File: src/rtl/axi_lite_pkg.sv
// Shared constants and helpers for the AXI4-Lite slave register file.
// Response codes, address-LSB derivation and the byte-strobe merge.
package axi_lite_pkg;

  localparam logic [1:0] RESP_OKAY   = 2'b00;
  localparam logic [1:0] RESP_SLVERR = 2'b10;

  function automatic int addr_lsb(input int dw);
    return $clog2(dw / 8);
  endfunction

  // Works on the widest legal bus; callers truncate to their own width.
  function automatic logic [63:0] byte_merge(input logic [63:0] old_word,
                                             input logic [63:0] new_word,
                                             input logic [7:0]  strb);
    logic [63:0] merged;
    merged = old_word;
    for (int b = 0; b < 8; b++) begin
      if (strb[b]) merged[8*b +: 8] = new_word[8*b +: 8];
    end
    return merged;
  endfunction

endpackage

File: src/rtl/axi_lite_wr_buffer.sv
// One valid/ready hold register: accepts a beat when ready, holds it until
// the consumer clears it.
module axi_lite_wr_buffer #(
  parameter int W = 8
) (
  input  logic         clk,
  input  logic         rst_n,
  input  logic         en,
  input  logic         valid,
  input  logic [W-1:0] data,
  input  logic         clr,
  output logic         ready,
  output logic         hold,
  output logic [W-1:0] q
);

  // A beat transfers on a rising edge where valid & ready are both high;
  // ready never depends on valid, and the holder keeps its beat until clr.
  assign ready = en & ~hold;

  always_ff @(posedge clk or negedge rst_n) begin
    if (!rst_n) begin
      hold <= 1'b0;
      q    <= '0;
    end else if (clr) begin
      hold <= 1'b0;
    end else if (valid && ready) begin
      hold <= 1'b1;
      q    <= data;
    end
  end

endmodule

File: src/rtl/s_axi_lite_regfile.sv
// AXI4-Lite slave register file: buffered AW/W, byte strobes, SLVERR on
// out-of-range words, flat register export and per-register write pulses.
module s_axi_lite_regfile
  import axi_lite_pkg::*;
#(
  parameter int P_S_AXI_DATA_WIDTH = 32,
  parameter int P_S_AXI_ADDR_WIDTH = 6,
  parameter int P_REG_NUM          = 16
) (
  input  logic                                    S_AXI_ACLK,
  input  logic                                    S_AXI_ARESETN,
  input  logic [P_S_AXI_ADDR_WIDTH-1:0]           S_AXI_AWADDR,
  input  logic [2:0]                              S_AXI_AWPROT,
  input  logic                                    S_AXI_AWVALID,
  output logic                                    S_AXI_AWREADY,
  input  logic [P_S_AXI_DATA_WIDTH-1:0]           S_AXI_WDATA,
  input  logic [P_S_AXI_DATA_WIDTH/8-1:0]         S_AXI_WSTRB,
  input  logic                                    S_AXI_WVALID,
  output logic                                    S_AXI_WREADY,
  output logic [1:0]                              S_AXI_BRESP,
  output logic                                    S_AXI_BVALID,
  input  logic                                    S_AXI_BREADY,
  input  logic [P_S_AXI_ADDR_WIDTH-1:0]           S_AXI_ARADDR,
  input  logic [2:0]                              S_AXI_ARPROT,
  input  logic                                    S_AXI_ARVALID,
  output logic                                    S_AXI_ARREADY,
  output logic [P_S_AXI_DATA_WIDTH-1:0]           S_AXI_RDATA,
  output logic [1:0]                              S_AXI_RRESP,
  output logic                                    S_AXI_RVALID,
  input  logic                                    S_AXI_RREADY,
  output logic [P_REG_NUM*P_S_AXI_DATA_WIDTH-1:0] o_regs,
  output logic [P_REG_NUM-1:0]                    o_wr_pulse
);

  localparam int DW       = P_S_AXI_DATA_WIDTH;
  localparam int SW       = DW / 8;
  localparam int ADDR_LSB = addr_lsb(DW);
  localparam int IDX_W    = P_S_AXI_ADDR_WIDTH - ADDR_LSB;

  logic              r_init_done;
  logic [DW-1:0]     regs [P_REG_NUM];
  logic              aw_hold, w_hold, commit, aw_in_range, ar_in_range;
  logic [IDX_W-1:0]  aw_idx, ar_idx;
  logic [DW-1:0]     w_data, rd_word;
  logic [SW-1:0]     w_strb;
  logic              wr_en;

  logic unused_inputs;
  assign unused_inputs = ^{S_AXI_AWPROT, S_AXI_ARPROT,
                           S_AXI_AWADDR[ADDR_LSB-1:0], S_AXI_ARADDR[ADDR_LSB-1:0]};

  always_ff @(posedge S_AXI_ACLK or negedge S_AXI_ARESETN) begin
    if (!S_AXI_ARESETN) r_init_done <= 1'b0;
    else                r_init_done <= 1'b1;
  end

  // Both buffers stall while a write response is pending: one write in flight.
  assign wr_en  = r_init_done & ~S_AXI_BVALID;
  assign commit = aw_hold & w_hold & ~S_AXI_BVALID;

  axi_lite_wr_buffer #(.W(IDX_W)) u_aw_buf (
    .clk   (S_AXI_ACLK),
    .rst_n (S_AXI_ARESETN),
    .en    (wr_en),
    .valid (S_AXI_AWVALID),
    .data  (S_AXI_AWADDR[P_S_AXI_ADDR_WIDTH-1:ADDR_LSB]),
    .clr   (commit),
    .ready (S_AXI_AWREADY),
    .hold  (aw_hold),
    .q     (aw_idx)
  );

  axi_lite_wr_buffer #(.W(DW + SW)) u_w_buf (
    .clk   (S_AXI_ACLK),
    .rst_n (S_AXI_ARESETN),
    .en    (wr_en),
    .valid (S_AXI_WVALID),
    .data  ({S_AXI_WDATA, S_AXI_WSTRB}),
    .clr   (commit),
    .ready (S_AXI_WREADY),
    .hold  (w_hold),
    .q     ({w_data, w_strb})
  );

  assign aw_in_range = int'(aw_idx) < P_REG_NUM;
  assign ar_idx      = S_AXI_ARADDR[P_S_AXI_ADDR_WIDTH-1:ADDR_LSB];
  assign ar_in_range = int'(ar_idx) < P_REG_NUM;

  always_ff @(posedge S_AXI_ACLK or negedge S_AXI_ARESETN) begin
    if (!S_AXI_ARESETN) begin
      for (int k = 0; k < P_REG_NUM; k++) regs[k] <= '0;
      o_wr_pulse   <= '0;
      S_AXI_BVALID <= 1'b0;
      S_AXI_BRESP  <= RESP_OKAY;
    end else begin
      o_wr_pulse <= '0;
      if (commit) begin
        S_AXI_BVALID <= 1'b1;
        S_AXI_BRESP  <= aw_in_range ? RESP_OKAY : RESP_SLVERR;
        for (int k = 0; k < P_REG_NUM; k++) begin
          if (aw_in_range && aw_idx == IDX_W'(k)) begin
            regs[k]       <= DW'(byte_merge(64'(regs[k]), 64'(w_data), 8'(w_strb)));
            o_wr_pulse[k] <= 1'b1;
          end
        end
      end else if (S_AXI_BVALID && S_AXI_BREADY) begin
        S_AXI_BVALID <= 1'b0;
      end
    end
  end

  always_comb begin
    rd_word = '0;
    for (int k = 0; k < P_REG_NUM; k++) begin
      if (ar_idx == IDX_W'(k)) rd_word = regs[k];
    end
  end

  assign S_AXI_ARREADY = r_init_done & ~S_AXI_RVALID;

  always_ff @(posedge S_AXI_ACLK or negedge S_AXI_ARESETN) begin
    if (!S_AXI_ARESETN) begin
      S_AXI_RVALID <= 1'b0;
      S_AXI_RDATA  <= '0;
      S_AXI_RRESP  <= RESP_OKAY;
    end else if (S_AXI_ARVALID && S_AXI_ARREADY) begin
      S_AXI_RVALID <= 1'b1;
      S_AXI_RDATA  <= ar_in_range ? rd_word : '0;
      S_AXI_RRESP  <= ar_in_range ? RESP_OKAY : RESP_SLVERR;
    end else if (S_AXI_RVALID && S_AXI_RREADY) begin
      S_AXI_RVALID <= 1'b0;
    end
  end

  always_comb begin
    for (int k = 0; k < P_REG_NUM; k++) o_regs[k*DW +: DW] = regs[k];
  end

endmodule
File: config.mk
export PLATFORM = sky130hd
export DESIGN_NAME = s_axi_lite_regfile
export DESIGN_NICKNAME = d
export VERILOG_FILES = /design/src/rtl/axi_lite_pkg.sv /design/src/rtl/axi_lite_wr_buffer.sv /design/src/rtl/s_axi_lite_regfile.sv
export SDC_FILE = /design/constraint.sdc
export NUM_CORES = 1
export LEC_CHECK = 0
export ABC_CLOCK_PERIOD_IN_PS = 4050
export BUFFER_PORTS_ARGS = -buffer_cell sky130_fd_sc_hd__buf_2
export CAP_MARGIN = 30
export CORE_MARGIN = 5
export CORE_UTILIZATION = 40
export CTS_CLUSTER_SIZE = 12
export DETAILED_ROUTE_END_ITERATION = 8
export GPL_TIMING_DRIVEN = 0
export PLACE_DENSITY_LB_ADDON = 0.2
export SETUP_SLACK_MARGIN = 0.5
export SLEW_MARGIN = 25
export SYNTH_ARGS = -nofsm -noshare
export SYNTH_HDL_FRONTEND = slang
export SYNTH_SLANG_ARGS = --single-unit
File: constraint.sdc
create_clock -name S_AXI_ACLK -period 4.05 [get_ports S_AXI_ACLK]
set_input_delay 0.81 -clock S_AXI_ACLK [delete_from_list [all_inputs] [get_ports S_AXI_ACLK]]
set_output_delay 0.81 -clock S_AXI_ACLK [all_outputs]
set_load 0.03 [all_outputs]
# Yosys cells after proc, flatten, opt, wreduce, memory -nomap -nowiden

Cells that the tools add are included.

Bits in registers: 605
Input port bits: 61
Output and inout bits: 569
Word-level logic and storage cells: 232

Equality and inequality tests: 30
Muxes and demuxes: 41
Bitwise operators: 11
Reductions and logical operators: 77

Operators by type and width:

| operator                                                         | count |
|---|---|
| 32-bit two-way mux                                               | 16 |
| 3-bit AND reduction                                              | 64 |
| 4-bit == test (second input constant)                            | 16 |
| 4-bit by 3-bit == test with 1-bit output (second input constant) | 8 |
| 1-bit two-way mux                                                | 24 |
| 4-bit by 2-bit == test with 1-bit output (second input constant) | 4 |
| 16-bit two-way mux                                               | 1 |
| 4-bit by 1-bit == test with 1-bit output (second input constant) | 2 |
| 4-bit zero test                                                  | 2 |
| 2-bit nonzero test                                               | 4 |
| 1-bit AND                                                        | 6 |
| 1-bit logical AND                                                | 5 |
| 1-bit NOT                                                        | 5 |
| 2-bit AND reduction                                              | 2 |

# Depth between registers and ports, before layout

Gate-level depths: netlist of run 1.

Depth after elaboration: 17
Gate-level depth with buffers: 9
Mapped depth without buffers: 5

# Cells and area by module

A second synthesis of run 1 with hierarchy kept.

Cell total of the unflattened synthesis: 2153
Area, all modules: 27933.0 um^2

Modules (own cells, without submodules):

| module                         | times used | cells each | area each (um^2) | sequential area each (um^2) |
|---|---|---|---|---|
| s_axi_lite_regfile             | 1          | 2059       | 26187.6          | 14088.5 |
| axi_lite_wr_buffer at u_w_buf  | 1          | 81         | 1544.0           | 925.9 |
| axi_lite_wr_buffer at u_aw_buf | 1          | 13         | 201.4            | 125.1 |

# Worst setup path before layout of run 1

Ideal clock, no wire load.

Path type: input to register
Start point: in S_AXI_ARADDR[4]
End point: reg S_AXI_RDATA[15]
Setup time: 0.127 ns
Arrival time: 2.125 ns
Required time: 3.923 ns
Slack: 1.798 ns
Stages: 8
Buffers on the path: 3
Cell sequence: buf_2 -> buf_6 -> buf_4 -> nor3_1 -> o21ai_0 -> a221o_1 -> a221oi_1 -> nor2_1

Word-level cells in the longest chain between the ends: 17
Elaborated cells between the ends (all ways): 32
Those cells by class: 15 x eq/ne; 16 x mux; 1 x reduce/logical

Ends and longest elaborated chain:

| item                              | line                      | source |
|---|---|---|
| start, declared                   | s_axi_lite_regfile.sv:23  | `input logic [P_S_AXI_ADDR_WIDTH-1:0] S_AXI_ARADDR,` |
| 4-bit zero test                   | s_axi_lite_regfile.sv:115 | `if (ar_idx == IDX_W'(k)) rd_word = regs[k];` |
| 32-bit two-way mux (15 in series) | s_axi_lite_regfile.sv:115 |  |
| 32-bit two-way mux (*)            | s_axi_lite_regfile.sv:115 |  |
| end signal, assigned              | s_axi_lite_regfile.sv:128 | `S_AXI_RDATA <= ar_in_range ? rd_word : '0;` |
| end, declared                     | s_axi_lite_regfile.sv:27  | `output logic [P_S_AXI_DATA_WIDTH-1:0] S_AXI_RDATA,` |

Mark *: on every way between the ends. The rest lies on a longest branch, timed or not.
A chain may end at the register's enable or synchronous reset.

# Worst setup path after layout of run 1

Start point: in S_AXI_ARADDR[2]
End point: reg S_AXI_RDATA[1]

Same word-level chain as after synthesis.

==> results of run 1 <==
## how the worst max path moves through the flow
stage	slack, ns	depth (start not counted)	start	to
after CTS	0.85	8	S_AXI_ARADDR[3]	S_AXI_RDATA[26]
after global routing	0.73	9	S_AXI_ARADDR[2]	S_AXI_RDATA[1]
after detailed placement	0.23	8	S_AXI_ARADDR[3]	S_AXI_RDATA[26]
final	0.52	9	S_AXI_ARADDR[2]	S_AXI_RDATA[1]
after global placement	-10.35	1	S_AXI_ARESETN	o_regs[87]
after floorplan	1.80	8	S_AXI_ARADDR[4]	S_AXI_RDATA[15]
## registers in the layout, summed over array words and instances (netlist names)
register and cells:
u_aw_buf.q 4, o_wr_pulse 16, S_AXI_RVALID 1, r_init_done 1, S_AXI_BVALID 1, u_w_buf.q 36, o_regs 512, S_AXI_RDATA 32
u_w_buf.hold 1, u_aw_buf.hold 1
## per-stage QoR
stage,cell area [sq um],util [%],cells
2_1_floorplan,28000,-,2187
3_3_place_gp,32300,46.3,3741
3_5_place_dp,32600,46.7,3755
4_1_cts,34800,49.8,3873
5_1_grt,34800,49.9,3876
6_report,34800,49.9,3884
## worst reg2reg max path: cells and delay by family (launching register included)
kind,cells,cell delay (ns)
AO/OA/AOI/OAI,3,0.59
AND/OR/NAND/NOR,2,0.99
flip-flops,1,0.56
buffers and inverters,1,0.69
## synth_stat cells, types with 8 or more instances
library cell	number	area share (%)
a22oi_1	31	0.83
clkbuf_1	71	0.95
a2bb2oi_1	10	0.31
nand2_1	77	1.0
mux2_2	584	23
nand3_2	10	0.36
nand2b_1	15	0.33
or2_2	9	0.20
mux4_2	9	0.72
nor2_1	84	1.1
o21ai_0	109	1.9
buf_2	52	0.93
nor2b_1	20	0.45
o22ai_1	48	1.1
a211oi_1	29	0.78
nor3_1	9	0.16
buf_4	28	0.75
o2bb2ai_1	12	0.37
o221ai_1	31	0.97
dfrtp_1	605	54
a22o_1	8	0.25
mux2i_1	53	1.9
a31oi_1	12	0.27
a221o_1	9	0.32
nor2_4	16	0.64
inv_1	10	0.13
a21oi_1	59	1.1
o21a_1	11	0.29
nor2_2	17	0.38
nand3_1	26	0.46
## placed cells by master, fill, tap and decap left out, types with 8 or more instances in the layout
| master | instances |
|---|---|
| buf_2 | 666 |
| dfrtp_1 | 605 |
| mux2_2 | 584 |
| o21ai_0 | 109 |
| nor2_1 | 82 |
| nand2_1 | 77 |
| clkbuf_16 | 71 |
| clkbuf_1 | 64 |
| a21oi_1 | 59 |
| mux2i_1 | 53 |
| o22ai_1 | 48 |
| o221ai_1 | 31 |
| a22oi_1 | 31 |
| buf_4 | 30 |
| a211oi_1 | 29 |
| nand3_1 | 26 |
| nor2b_1 | 20 |
| nor2_2 | 19 |
| clkbuf_2 | 17 |
| nor2_4 | 16 |
| clkinv_2 | 16 |
| nand2b_1 | 15 |
| clkbuf_8 | 14 |
| o2bb2ai_1 | 12 |
| a31oi_1 | 12 |
| o21a_1 | 11 |
| inv_1 | 10 |
| nand3_2 | 10 |
| buf_6 | 10 |
| a2bb2oi_1 | 10 |
| diode_2 | 9 |
| nor3_1 | 9 |
| or2_2 | 9 |
| mux4_2 | 9 |
| a221o_1 | 9 |
| a22o_1 | 8 |
## cells by family after synthesis
group	count (synthesis)
other	2
multiplexers	646
AND/OR/NAND/NOR	333
flip-flops	605
buffers and inverters	172
AO/OA/AOI/OAI	426
## layout make-up
| type | count | area, sq um |
|---|---|---|
| Antenna cell | 9 | 22.5 |
| Buffer | 160 | 846 |
| Clock buffer | 95 | 2010 |
| Clock inverter | 23 | 180 |
| Fill cell | 6274 | 35000 |
| Inverter | 12 | 45.0 |
| Multi-Input combinational cell | 1410 | 12000 |
| Sequential cell | 605 | 15100 |
| Tap cell | 940 | 1180 |
| Timing Repair Buffer | 630 | 3380 |
## power by group
group	internal, mW	switching [mW]	leakage, nW
logic	3.55	7.68	8.68
registers	8.10	2.38	8.20
clock network	3.58	2.63	1.09
## per-layer routing
| metal | vias to the layer above | track usage [%] |
|---|---|---|
| met3 | 532 | 14.1 |
| met4 | 2 | 24.6 |
| met5 | - | 0 |
| met1 | 12700 | 46.9 |
| met2 | 1963 | 60.3 |
| li1 | 9520 | - |
==> reports/summary.txt, run 1 <==
status -> completed
worst vdd ir -> 426 uV
worst endpoint required time -> 4.59 ns
buffer and inverter count on the worst path -> 4
#FFs+latches synth -> 605
# IOs -> 630
arrival time of the worst setup path -> 4.06 ns
chip width -> 275 microns
main flop type after synthesis -> dfrtp_1
area added between synthesis and finish -> 24.3%
met3 routed WL -> 18,100 microns
Critical R2R Launch -> r_init_done
Root Driver -> clkbuf_16
CP top delay family -> buffers and inverters
total CTS buffers -> 69
post-CTS sizing -> 0
final wirelength -> 153,000 microns
post-synthesis simple-gate area fraction -> 6.54%
Initial Utilization -> 40.2%
Total Nets Final -> 2,949
crit end category -> register
Min Hold Slack -> 0.0455 ns
RSZ-0062 raised after global routing -> false
Fin Clk Skew -> 0.0190 ns
xor and xnor area share after synthesis -> 0%
initial antenna violation count -> 12
minimum clock period -> 3.53 ns
complex-gate fraction of the synthesized area -> 10.2%
Post-Synth Adder-Cell Area -> 0%
vias per inst -> 6.37
Overall Power -> 27.9 mW
Reg2Reg Setup Slack -> 1.11 ns
Largest stage delay, worst path -> 0.77 ns
Slew Viols, Final -> 0
RR Endpoint -> S_AXI_RDATA[26]
DRC errors left -> 0
Crit-path slowest cell -> nor2_1
CTS sink count -> 605
die area -> 75,500 sq um
first-pass GRT wire length -> 204,000 microns
Top Metal Used -> met5
largest net degree at the start of global routing -> 97
TritonCTS clock tree -> done
critical path class -> input port to register
Netlist cell types -> 74
setup total negative slack -> 0 ns
met2 routed WL -> 68,300 microns
core footprint -> 69,800 sq um
LEAKAGE -> 18.0 nW
met1 WL -> 55,000 microns
Port Buffer Count -> 614
register area share after synthesis -> 54.0%
post-route ant nets -> 0
synthesized instance count -> 2,184
die height -> 275 microns
clk buf depth -> 3
cells on worst reg2reg path -> 6
Avg Inst Size Synth -> 12.8 sq um
CP Max Fanout -> 10
synthesized area -> 28,000 sq um
cells along the critical path -> buf_2 -> buf_4 -> buf_4 -> buf_2 -> nand4_1 -> nor2_1 -> a22oi_1 -> o31a_1 -> nand2_1
# Max-Cap Violations -> 0
Ys Warns -> 0
Setup WS post-layout -> 0.525 ns
share of cells above drive strength 1 -> 51.3%
FFs w/ async S/R, synth -> 100%
main combinational cell family by area after synthesis -> multiplexers
GRT Residual Overflow -> 0
Via Count -> 24.8k
row cnt -> 97
Routability Congestion -> 0.929
Worst Tran Pin Value -> 1.12 ns
Worst slew margin -> 25.2%
crit start category -> input port
routed wire length per instance -> 39.3 microns
power per cell area -> 802 nW/um^2
GR Util All Layers -> 39.2%
worst slack at placement -> 0.230 ns
Hold Fails Final Rpt -> 0
Post-synth EDFFs -> 0
cts-stage hold buffer count -> 0
DRT iter0 DRCs -> 3,152
vias in the first global route -> 25.0k
post-synthesis mux area share -> 26.1%
Pre-Repair DR Iteration Count -> 7
clock latency on the worst-skew pair -> 0.61 ns
setup violators final -> 0
H-tree levels -> 3
clock-pin slew on the worst setup and hold paths -> 0.06 ns
Hold Crit Class -> input port to asynchronous set/reset pin
fin crit share -> 87.0%
Setup Fix Bufs, Post-CTS -> 0
Max Fclk -> 284 MHz
HPWL after DPL -> 108,000 microns
No activity file was read; power rests on OpenSTA's default activity.
==> run 2, diff against run 1 <==
==> constraint.sdc (replaced) <==
create_clock -name S_AXI_ACLK -period 4.05 [get_ports S_AXI_ACLK]
set_input_delay 0.405 -clock S_AXI_ACLK [delete_from_list [all_inputs] [get_ports S_AXI_ACLK]]
set_output_delay 0.405 -clock S_AXI_ACLK [all_outputs]
set_load 0.03 [all_outputs]
==> reports/summary.txt, run 2 (synthesis gave the netlist of run 1 again) <==
DRT iter0 DRCs -> 2,992 (was 3,152)
Setup WS post-layout -> 0.940 ns (was 0.525 ns)
clock latency on the worst-skew pair -> 0.60 ns (was 0.61 ns)
Total Nets Final -> 2,952 (was 2,949)
LEAKAGE -> 18.0 nW (about the same)
vias in the first global route -> 25.0k (about the same)
routed wire length per instance -> 39.3 microns (about the same)
fin crit share -> 76.8% (was 87.0%)
initial antenna violation count -> 12 (unchanged)
clk buf depth -> 3 (unchanged)
Setup Fix Bufs, Post-CTS -> 0 (unchanged)
worst slack at placement -> 0.635 ns (was 0.230 ns)
area added between synthesis and finish -> 24.3% (about the same)
post-route ant nets -> 0 (unchanged)
Worst Tran Pin Value -> 1.10 ns (was 1.12 ns)
first-pass GRT wire length -> 204,000 microns (about the same)
Via Count -> 24.8k (about the same)
final wirelength -> 153,000 microns (about the same)
Initial Utilization -> 40.2% (unchanged)
status -> completed (unchanged)
core footprint -> 69,800 sq um (unchanged)
Worst slew margin -> 26.8% (was 25.2%)
commonest non-fill, non-tap cell in the layout -> buf_2 (unchanged)
FILL cells -> 6,274 (unchanged)
H-tree levels -> 3 (unchanged)
arrival time of the worst setup path -> 3.63 ns (was 4.06 ns)
Hold Crit Class -> input port to register (was input port to asynchronous set/reset pin)
DRC errors left -> 0 (unchanged)
die area -> 75,500 sq um (unchanged)
CP Max Fanout -> 10 (unchanged)
most frequent cells in the layout -> 666 x buf_2, 605 x dfrtp_1, 584 x mux2_2 (unchanged)
largest net degree at the start of global routing -> 97 (unchanged)
# Max-Cap Violations -> 0 (unchanged)
power per cell area -> 801 nW/um^2 (was 802 nW/um^2)
TritonCTS clock tree -> done (unchanged)
vias per inst -> 6.38 (was 6.37)
die height -> 275 microns (unchanged)
Routability Congestion -> 0.929 (unchanged)
design area -> 34,900 sq um (was 34,800 sq um)
setup violators final -> 0 (unchanged)
Slew Viols, Final -> 0 (unchanged)
Pre-Repair DR Iteration Count -> 8 (was 7)
CTS sink count -> 605 (unchanged)
post-CTS sizing -> 0 (unchanged)
# IOs -> 630 (unchanged)
RSZ-0062 raised after global routing -> false (unchanged)
worst endpoint required time -> 4.57 ns (was 4.59 ns)
total CTS buffers -> 69 (unchanged)
crit end category -> register (unchanged)
critical path class -> input port to register (unchanged)
final core occ -> 49.9% (about the same)
hold depth -> 2
crit start category -> input port (unchanged)
clock-pin slew on the worst setup and hold paths -> 0.06 ns (about the same)
HPWL after DPL -> 108,000 microns (unchanged)
GRT Residual Overflow -> 0 (unchanged)
share of cells above drive strength 1 -> 51.2% (was 51.3%)
cells on worst reg2reg path -> 6 (unchanged)
Hold Fails Final Rpt -> 0 (unchanged)
row cnt -> 97 (unchanged)
minimum clock period -> 3.11 ns (was 3.53 ns)
chip width -> 275 microns (unchanged)
number of flip-flops in the largest register -> 512 (unchanged)
Max Fclk -> 322 MHz (was 284 MHz)
placed cell area -> 32,600 sq um (unchanged)
worst vdd ir -> 423 uV (was 426 uV)
Root Driver -> clkbuf_16 (unchanged)
Fin Clk Skew -> 0.0177 ns (was 0.0190 ns)
Port Buffer Count -> 614 (unchanged)
GR Util All Layers -> 39.2% (about the same)
[run 2: worst paths after layout]
path / startpoint / end / slack [ns]
worst min-delay path: S_AXI_WDATA[2] / u_w_buf.q[6] / 0.03
worst max register to register: r_init_done / S_AXI_RDATA[26] / 1.05
worst min register to register: S_AXI_RDATA[8] / S_AXI_RDATA[8] / 0.51
min in group asynchronous: S_AXI_ARESETN / u_w_buf.q[29] / 0.24
max in group asynchronous: S_AXI_ARESETN / o_regs[23] / 1.70
worst max-delay path: S_AXI_ARADDR[3] / S_AXI_RDATA[26] / 0.94
[run 2: routing by layer]
layer	up-vias	routed length (microns)	GRT usage [%]
li1	9515	-	-
met1	12700	55200	47.0
met2	1972	68200	60.4
met3	549	17900	14.0
met4	2	11500	24.4
met5	-	13	0
[run 2: metrics by stage]
| step | hold WS [ns] | cells | TNS, ns | power [mW] |
|---|---|---|---|---|
| after detailed placement | 0.262 | 3755 | 0 | 21.6 |
| final | 0.0312 | 3884 | 0 | 27.9 |
| after floorplan | 0.109 | 2187 | 0 | 16.8 |
| after global routing | 0.0228 | 3879 | 0 | 28.7 |
| after global placement | 0.492 | 3741 | -5958.31 | 21.3 |
| after CTS | 0.00640 | 3876 | 0 | 27.8 |
[run 2: final cells by class]
type                    instances  area [sq um]  share of cell area [%]
inverters                      12          45.0                   0.129
well taps                     940          1180                    3.37
flip-flops and latches        605         15100                    43.4
diodes                          6          15.0                  0.0431
plain buffers                 160           846                    2.43
clock inverters                23           180                   0.517
repair buffers                633          3410                    9.78
multi-input cells            1410         12000                    34.5
clock buffers                  95          2010                    5.76
[run 2: where the power goes]
| part | leakage, nW | internal (mW) | total, mW | switching, mW |
|---|---|---|---|---|
| Combinational | 8.70 | 3.55 | 11.2 | 7.68 |
| Sequential | 8.20 | 8.10 | 10.5 | 2.37 |
| Clock | 1.09 | 3.58 | 6.20 | 2.62 |
[run 2: worst max-delay path: stages]
cell and delay (ns):
buf_2 0.18, buf_4 0.26, buf_2 0.60, nand2_1 0.86, clkbuf_2 0.66, o221ai_1 0.37
a31oi_1 0.08, a21oi_1 0.19
[run 2: timing repair]
item,CTS,global route
endpoints found under the setup margin,0,0
hold buffers,3,0
hold endpoints to repair,56,0
